===== config.mk =====
export PLATFORM = sky130hd
export DESIGN_NAME = uart_tx_arbiter
export DESIGN_NICKNAME = d
export VERILOG_FILES = /design/src/rtl/uart_tx_arbiter.sv
export SDC_FILE = /design/constraint.sdc
export NUM_CORES = 1
export LEC_CHECK = 0
export CAP_MARGIN = 40
export CORE_MARGIN = 2
export CORE_UTILIZATION = 47
export DETAILED_ROUTE_END_ITERATION = 16
export PLACE_DENSITY = 0.94
export SKIP_LAST_GASP = 1
export SLEW_MARGIN = 10
export SYNTH_ARGS = -nofsm -noshare
export SYNTH_HDL_FRONTEND = slang
export SYNTH_SLANG_ARGS = --single-unit

===== constraint.sdc =====
create_clock -name clk -period 4.02 [get_ports clk]
set_input_delay 0.402 -clock clk [delete_from_list [all_inputs] [get_ports clk]]
set_output_delay 0.402 -clock clk [all_outputs]
set_load 0.005 [all_outputs]

===== src/rtl/uart_tx_arbiter.sv =====
// uart_tx_arbiter: round-robin, packet-locked sharing of the UART TX FIFO write port.
// A stall watchdog frees a grant whose owner stops sending mid-packet.
module uart_tx_arbiter #(
    parameter int DATA_WIDTH     = 8,
    parameter int NUM_REQ        = 2,
    parameter int TIMEOUT_CYCLES = 1024
) (
    input  logic                          clk,
    input  logic                          reset,
    input  logic                          ena,
    input  logic [NUM_REQ-1:0]            req_valid,
    input  logic [NUM_REQ*DATA_WIDTH-1:0] req_data,
    input  logic [NUM_REQ-1:0]            req_last,
    output logic [NUM_REQ-1:0]            req_ready,
    output logic [DATA_WIDTH-1:0]         out_data,
    output logic                          out_valid,
    input  logic                          out_ready,
    output logic [NUM_REQ-1:0]            grant,
    output logic                          busy,
    output logic                          timeout_pulse
);

    localparam int PW = (NUM_REQ > 1) ? $clog2(NUM_REQ) : 1;
    localparam int CW = $clog2(TIMEOUT_CYCLES) + 1;

    if (NUM_REQ < 2 || NUM_REQ > 8) begin : g_bad_num_req
        $error("uart_tx_arbiter: NUM_REQ must be in 2..8");
    end
    if (TIMEOUT_CYCLES < 2) begin : g_bad_timeout
        $error("uart_tx_arbiter: TIMEOUT_CYCLES must be >= 2");
    end

    typedef enum logic {
        IDLE   = 1'b0,
        LOCKED = 1'b1
    } state_e;

    state_e               state_q, state_d;
    logic [PW-1:0]        owner_q, owner_d;
    logic [NUM_REQ-1:0]   grant_q, grant_d;
    logic [PW-1:0]        rr_ptr_q, rr_ptr_d;
    logic [CW-1:0]        stall_q, stall_d;

    logic [DATA_WIDTH-1:0] data_arr [NUM_REQ];
    logic                  arb_hit;
    logic [PW-1:0]         arb_idx;
    logic [PW-1:0]         next_ptr;
    logic                  xfer;
    logic                  expire;

    always_comb begin
        for (int i = 0; i < NUM_REQ; i++) begin
            data_arr[i] = req_data[i*DATA_WIDTH +: DATA_WIDTH];
        end
    end

    // First valid requester at or after rr_ptr, wrapping around.
    always_comb begin
        int idx;
        idx     = 0;
        arb_hit = 1'b0;
        arb_idx = '0;
        for (int k = 0; k < NUM_REQ; k++) begin
            idx = int'(rr_ptr_q) + k;
            if (idx >= NUM_REQ) begin
                idx = idx - NUM_REQ;
            end
            if (!arb_hit && req_valid[PW'(idx)]) begin
                arb_hit = 1'b1;
                arb_idx = PW'(idx);
            end
        end
    end

    assign next_ptr = (owner_q == PW'(NUM_REQ - 1)) ? '0 : owner_q + PW'(1);
    assign expire   = (stall_q == CW'(TIMEOUT_CYCLES - 1));

    always_ff @(posedge clk) begin
        if (reset) begin
            state_q  <= IDLE;
            owner_q  <= '0;
            grant_q  <= '0;
            rr_ptr_q <= '0;
            stall_q  <= '0;
        end else begin
            state_q  <= state_d;
            owner_q  <= owner_d;
            grant_q  <= grant_d;
            rr_ptr_q <= rr_ptr_d;
            stall_q  <= stall_d;
        end
    end

    always_comb begin
        state_d  = state_q;
        owner_d  = owner_q;
        grant_d  = grant_q;
        rr_ptr_d = rr_ptr_q;
        stall_d  = stall_q;
        unique case (state_q)
            IDLE: begin
                if (ena && arb_hit) begin
                    state_d          = LOCKED;
                    owner_d          = arb_idx;
                    grant_d          = '0;
                    grant_d[arb_idx] = 1'b1;
                    stall_d          = '0;
                end
            end
            LOCKED: begin
                if (ena) begin
                    if (xfer) begin
                        stall_d = '0;
                        if (req_last[owner_q]) begin
                            state_d  = IDLE;
                            grant_d  = '0;
                            rr_ptr_d = next_ptr;
                        end
                    end else if (expire) begin
                        state_d  = IDLE;
                        grant_d  = '0;
                        rr_ptr_d = next_ptr;
                        stall_d  = '0;
                    end else begin
                        stall_d = stall_q + CW'(1);
                    end
                end
            end
        endcase
    end

    always_comb begin
        out_data      = '0;
        out_valid     = 1'b0;
        req_ready     = '0;
        timeout_pulse = 1'b0;
        unique case (state_q)
            IDLE: begin
            end
            LOCKED: begin
                out_data           = data_arr[owner_q];
                out_valid          = ena & req_valid[owner_q];
                req_ready[owner_q] = ena & out_ready;
                timeout_pulse      = ena & expire & ~(out_valid & out_ready);
            end
        endcase
    end

    assign xfer  = out_valid & out_ready;
    assign busy  = (state_q == LOCKED);
    assign grant = grant_q;

    a_grant_onehot : assert property (@(posedge clk) disable iff (reset)
        $onehot0(grant_q));
    a_busy_grant : assert property (@(posedge clk) disable iff (reset)
        busy == (|grant_q));
    a_stall_bound : assert property (@(posedge clk) disable iff (reset)
        stall_q < CW'(TIMEOUT_CYCLES));

endmodule


==> flow_summary.ini, run 1 <==
[sta]
max_slew.worst_pin.slew_ps = 663
finalSetupTns_ps = 0
final_hold_viol_count = 0
slew_headroom_pct = 55.7
report.final.slew_viol_count = 0
setup_viol = 0
fin_crit_ps = 2750
grt_setup_unrepaired = no
fin_worst_skew_ps = 2.56
fmax_ghz = 0.364
period_share_pct = 68.4

[yosys]
synthAdderAreaFrac_pct = 1.19
postSynthCellCount = 135
synth_xor_area_share_pct = 0
synth.net_count = 160
synth-simple-area-share_pct = 34.5
netlist_area_um2 = 1050
synthMuxAreaShare_pct = 10.7
yosysWarnings = 0
synth_seq_cells = 16
synth_compound_area_share_pct = 18.2
synth.avg_cell_area_um2 = 7.79
synth_top_family_by_area = simple AND/OR/NAND/NOR gates
synth_cell_type_count = 38
seq_area_frac_synth_pct = 30.4

[status]
status = finished, final reports clean

[drt]
drc = 0
drt-pass1-iter-count = 4
postRouteAntennaNets = 0
wl_per_cell_um = 13.3
viasPerCell = 5.77
routed_wirelength_mm = 2.60
via_count = 1130
drtIter0Drc = 19

[worst_setup_path]
rrSetupSlack_ps = 1680
crit_path_cell_trace = clkdlybuf4s50_1 -> mux2_1 -> a21oi_2 -> buf_4 -> nand4_1 -> nor2_1 -> clkdlybuf4s50_1
crit_fanout = 17
cp_common_cell = clkdlybuf4s50_1
rr_endpoint = rr_ptr_q$_SDFFE_PP0P_
criticalPathCategory = in -> out
end_kind = output pin
arrival_ps = 2350
path_buf_inv = 3
rr_worst_depth = 5
cp-start-kind = input port
cpPeakStageDelay_ps = 530
cp.required_ps = 3620
timing.rr.start = stall_q[0]$_SDFFE_PP0P_
crit_family = buffers and inverters
cp_slowest_cell = clkdlybuf4s50_1

[grt]
grt_pass1_vias = 1073
antenna_found_initial = 0
grtUsageTotal_pct = 21.1
grt_start_max_net_pins = 20
overflow = 0
grt_pass1_wl_mm = 4.28

[floorplanning]
die_h_um = 51.3
start_util_pct = 48.5
num_rows = 17
ios = 39
die_area_um2 = 2630
chipWidth_um = 51.3
coreArea_um2 = 2170

[place]
dp.cells = 192
portBuffers = 38
place_hpwl_mm = 1.89
gp_congestion = 0.816

[clock_tree]
cts_hold_buf = 0
cts_sinks = 16
cts_made_buffers = 3
cts_post_setup_buffers_inserted = 0
clk_latency_ps = 290
clock-root-buffer = clkbuf_4
h-tree-depth = 1
cts_tree = done
path_clk_slew_ps = 90
clk_path_buf_depth = 2
cts_resized = 0

[pwr]
vdd_drop_max_v = 0.000137
power_switching_mw = 0.0780
p_clk_share_pct = 32.5
p_int_mw = 0.254
power_frac_comb_pct = 18.1
total_power_mw = 0.332
leakagePower_nw = 0.462
p_seq_share_pct = 49.5
cellPowerDensity_nw_per_um2 = 226
swShare_pct = 23.5

[job]
cap_violations = 0

[layout]
seqCellArea_um2 = 320
fin_nets = 194
stdcell_count = 196
antenna_cells = 0
drive_gt1_share_pct = 5.95
final_util_pct = 67.8
multiInputGateArea_um2 = 679
fill_cells = 185
area_growth_pct = 39.7

[min_path]
hold_end = stall_q[10]$_SDFFE_PP0P_
hp-class = reg -> reg
hold_depth = 2
worstHoldStart = stall_q[10]$_SDFFE_PP0P_
## cell usage after synthesis
cell type  count  area [um2]
or4_1          1        7.51
o211ai_1       1        7.51
mux2i_1        9        90.1
a21oi_1        8        40.0
a211oi_2       1        12.5
mux2_1         2        22.5
a311oi_1       2        17.5
dfxtp_1       16         320
nand4b_1       2        17.5
o21a_1         2        15.0
o21ai_1        1        5.00
nand2_1       14        52.6
and4_1         1        8.76
nor2b_1       12        75.1
nor3_1         1        5.00
or3b_1         1        8.76
buf_2          6        30.0
nand3_1        5        25.0
nor4bb_1       1        10.0
nand3b_1       1        7.51
nand3_2        1        10.0
a32oi_1        1        8.76
clkbuf_1       4        15.0
and3_1         1        6.26
ha_1           1        12.5
a31oi_1        5        31.3
and2_1         1        6.26
o21ai_0        3        15.0
nor2_1        11        41.3
buf_1          1        3.75
or2_2          1        6.26
a21oi_2        1        8.76
nand2b_1       4        25.0
a2111oi_1      1        10.0
a211oi_1       1        7.51
o22ai_1        2        12.5
inv_1          1        3.75
nand4_1        8        50.1
## cell usage in the layout (no fill, tap or decap), types with 2 or more instances in the layout
master | synthesis | final
a21oi_1 | 8 | 8
a311oi_1 | 2 | 2
a31oi_1 | 5 | 5
buf_4 | 0 | 2
clkbuf_4 | 0 | 3
clkdlybuf4s50_1 | 0 | 38
dfxtp_1 | 16 | 16
mux2_1 | 2 | 2
mux2i_1 | 9 | 9
nand2_1 | 14 | 14
nand2b_1 | 4 | 4
nand3_1 | 5 | 5
nand4_1 | 8 | 8
nand4b_1 | 2 | 2
nor2_1 | 11 | 11
nor2b_1 | 12 | 12
o21a_1 | 2 | 2
o21ai_0 | 3 | 3
o22ai_1 | 2 | 2
## flip-flops by register name (all words and copies together), names as in the netlist
| signal | count |
|---|---|
| busy | 1 |
| owner_q | 1 |
| stall_q | 11 |
| grant | 2 |
| rr_ptr_q | 1 |
## layer usage
metal	wire length [um]	GRT usage, %	part of all wire (%)	vias to the layer above
met1	1090	22.2	42	513
li1	-	-	-	560
met2	1310	40.0	50	53
met5	0	0	0	-
met4	26	7.89	1.0	0
met3	171	5.26	6.6	4
## how the worst max path moves through the flow
stage | start | endpoint | slack, ps | depth (start not counted)
after floorplan | stall_q[0]$_SDFFE_PP0P_ | rr_ptr_q$_SDFFE_PP0P_ | 2020 | 6
after global placement | req_valid[0] | timeout_pulse | 1320 | 7
after detailed placement | req_valid[0] | timeout_pulse | 1290 | 7
after CTS | req_valid[0] | timeout_pulse | 1280 | 7
after global routing | req_valid[0] | timeout_pulse | 1150 | 7
final | req_valid[0] | timeout_pulse | 1270 | 7
## power by group through the flow
stage	logic (mW)	clock network (mW)	registers (mW)
4_1_cts	0.0604	0.108	0.164
6_report	0.0600	0.108	0.164
3_3_place_gp	0.0588	0	0.168
2_1_floorplan	0.0245	0	0.165
5_1_grt	0.0656	0.117	0.165
3_5_place_dp	0.0599	0	0.168
## stage by stage
| stage | hold slack [ps] | worst slack (ps) | cell area [um2] |
|---|---|---|---|
| after floorplan | 435 | 2020 | 1050 |
| after global placement | 454 | 1320 | 1430 |
| after detailed placement | 465 | 1290 | 1430 |
| after CTS | 479 | 1280 | 1470 |
| after global routing | 509 | 1150 | 1470 |
| final | 479 | 1270 | 1470 |
## cell type report
cell class,instances,area share (%)
Tap cell,28,2.38
Inverter,1,0.255
Multi-Input combinational cell,107,46.2
Sequential cell,16,21.8
Timing Repair Buffer,40,26.9
Clock buffer,4,2.47
## worst min-delay path, cell delays in order (launching register included)
cell      delay (ps)
dfxtp_1          330
nand2b_1          70
a21oi_1           40
## cell families after synthesis
family,after synthesis
and+or+nand+nor,66
adders and majority gates,1
muxes,11
AOI/OAI and AO/OA,29
DFF,16
buffers and inverters,12
Note: power is estimated with default switching activity, not from simulation.
==> run 2: changes to the inputs <==
- CORE_UTILIZATION: 47 -> 39
- PLACE_DENSITY: 0.94 -> 0.85
- clock period: 4.02 -> 2.33 ns (I/O delays scaled with it)
==> run 2 against run 1 <==
Effect of this change: clock-buffer cell count did not move; final cell count rose by 2.0%; clock power rose by 77%; hold slack improved by 5.5 ps; critical path depth fell by 2; critical endpoint is now rr_ptr_q$_SDFFE_PP0P_.
==> flow_summary.ini, run 2 (same netlist as run 1, synthesis figures left out) <==
[pwr]
power_switching_mw = 0.143
p_int_mw = 0.440
p_clk_share_pct = 32.7
power_frac_comb_pct = 18.6
vdd_drop_max_v = 0.000262
swShare_pct = 24.6
cellPowerDensity_nw_per_um2 = 390
p_seq_share_pct = 48.7
leakagePower_nw = 0.469

[drt]
wl_per_cell_um = 15.3
postRouteAntennaNets = 0
drt-pass1-iter-count = 4
drtIter0Drc = 59
drc = 0
via_count = 1185
routed_wirelength_mm = 3.06
viasPerCell = 5.93

[clock_tree]
h-tree-depth = 1
cts_hold_buf = 0
cts_post_setup_buffers_inserted = 0
cts_made_buffers = 3
cts_resized = 0
cts_sinks = 16
path_clk_slew_ps = 100
cts_tree = done
clk_path_buf_depth = 2
clock-root-buffer = clkbuf_4
clk_latency_ps = 290

[sta]
final_hold_viol_count = 0
period_share_pct = 93.8
grt_setup_unrepaired = no
slew_headroom_pct = 54.3
fin_crit_ps = 2190
report.final.slew_viol_count = 0
max_slew.worst_pin.slew_ps = 681
finalSetupTns_ps = 0
fin_worst_skew_ps = 2.22
setup_viol = 0
fmax_ghz = 0.458

[place]
portBuffers = 38
gp_congestion = 0.757
place_hpwl_mm = 2.26
placed_area_um2 = 1450

[layout]
fill_cells = 215
seqCellArea_um2 = 324
antenna_cells = 0
drive_gt1_share_pct = 10.0
area_growth_pct = 42.2
fin_nets = 196
final_common_cell = clkdlybuf4s50_1
final_cell_area_um2 = 1500
final_cell_mix = 38 x clkdlybuf4s50_1, 14 x nand2_1, 13 x dfxtp_1
multiInputGateArea_um2 = 684
top_register = stall_q
largest_reg_flops = 11

[grt]
antenna_found_initial = 0
grt_start_max_net_pins = 20
overflow = 0
grtUsageTotal_pct = 20.2
grt_pass1_vias = 1185
grt_pass1_wl_mm = 5.06

[floorplanning]
ios = 39
die_h_um = 55.9
coreArea_um2 = 2520
die_area_um2 = 3130
chipWidth_um = 55.9
num_rows = 18
start_util_pct = 41.7

[worst_setup_path]
criticalPathCategory = reg -> reg
cp.required_ps = 2510
arrival_ps = 2360
end_kind = flip-flop
cp-start-kind = flip-flop
crit_fanout = 7

[min_path]
hp-class = reg -> reg

[job]
cap_violations = 0

[status]
status = finished, final reports clean
## run 2: power groups by stage
stage                     Combinational (mW)  Clock, mW  Sequential (mW)
after CTS                              0.108      0.194            0.283
final                                  0.108      0.191            0.284
after detailed placement               0.108          0            0.290
after global routing                   0.117      0.207            0.285
after floorplan                       0.0422          0            0.285
after global placement                 0.104          0            0.289
## run 2: final timing paths
path | from | end | slack [ps] | depth (start not counted)
hold / removal | grant[0]$_SDFFE_PP0P_ | grant[0]$_SDFFE_PP0P_ | 480 | 2
setup / recovery | stall_q[0]$_SDFFE_PP0P_ | rr_ptr_q$_SDFFE_PP0P_ | 140 | 5
hold reg to reg | grant[0]$_SDFFE_PP0P_ | grant[0]$_SDFFE_PP0P_ | 480 | 2
setup reg to reg | stall_q[0]$_SDFFE_PP0P_ | rr_ptr_q$_SDFFE_PP0P_ | 140 | 5
## run 2: routing by layer
metal  up-vias  share of wire (%)  global-route usage, %
li1        564                  -                      -
met1       548                 38                   20.5
met2        61                 52                   37.8
met3        12                5.9                   5.35
met4         0                3.4                   9.86
met5         -                  0                      0
## run 2: worst max-delay path, cell delays in order, from the launching register on
cell and delay, ps:
dfxtp_2 370, ha_2 210, nand3_2 160, or4_1 620, a211oi_2 340, mux2_1 370
## run 2: metrics by stage
stage | std cells | total power [mW] | hold slack, ps | util, % | setup WS, ps
3_3_place_gp | 196 | 0.394 | 455 | 57.5 | 253
5_1_grt | 200 | 0.609 | 502 | 59.3 | 47.4
6_report | 200 | 0.583 | 484 | 59.3 | 145
3_5_place_dp | 196 | 0.397 | 470 | 57.5 | 57.3
4_1_cts | 200 | 0.586 | 485 | 59.0 | 62.5
2_1_floorplan | 135 | 0.328 | 426 | - | 333
## run 2: area by class of cell
| class | count | share of cell area [%] |
|---|---|---|
| multi-input cells | 107 | 45.7 |
| well taps | 30 | 2.51 |
| inverters | 1 | 0.251 |
| flip-flops and latches | 16 | 21.7 |
| repair buffers | 42 | 27.4 |
| clock buffers | 4 | 2.42 |
==> run 3: changes to the inputs <==
- SKIP_CTS_REPAIR_TIMING: not set -> 1
==> results of run 3 <==
The final DEF is identical to that of run 2; final timing and power are the same.
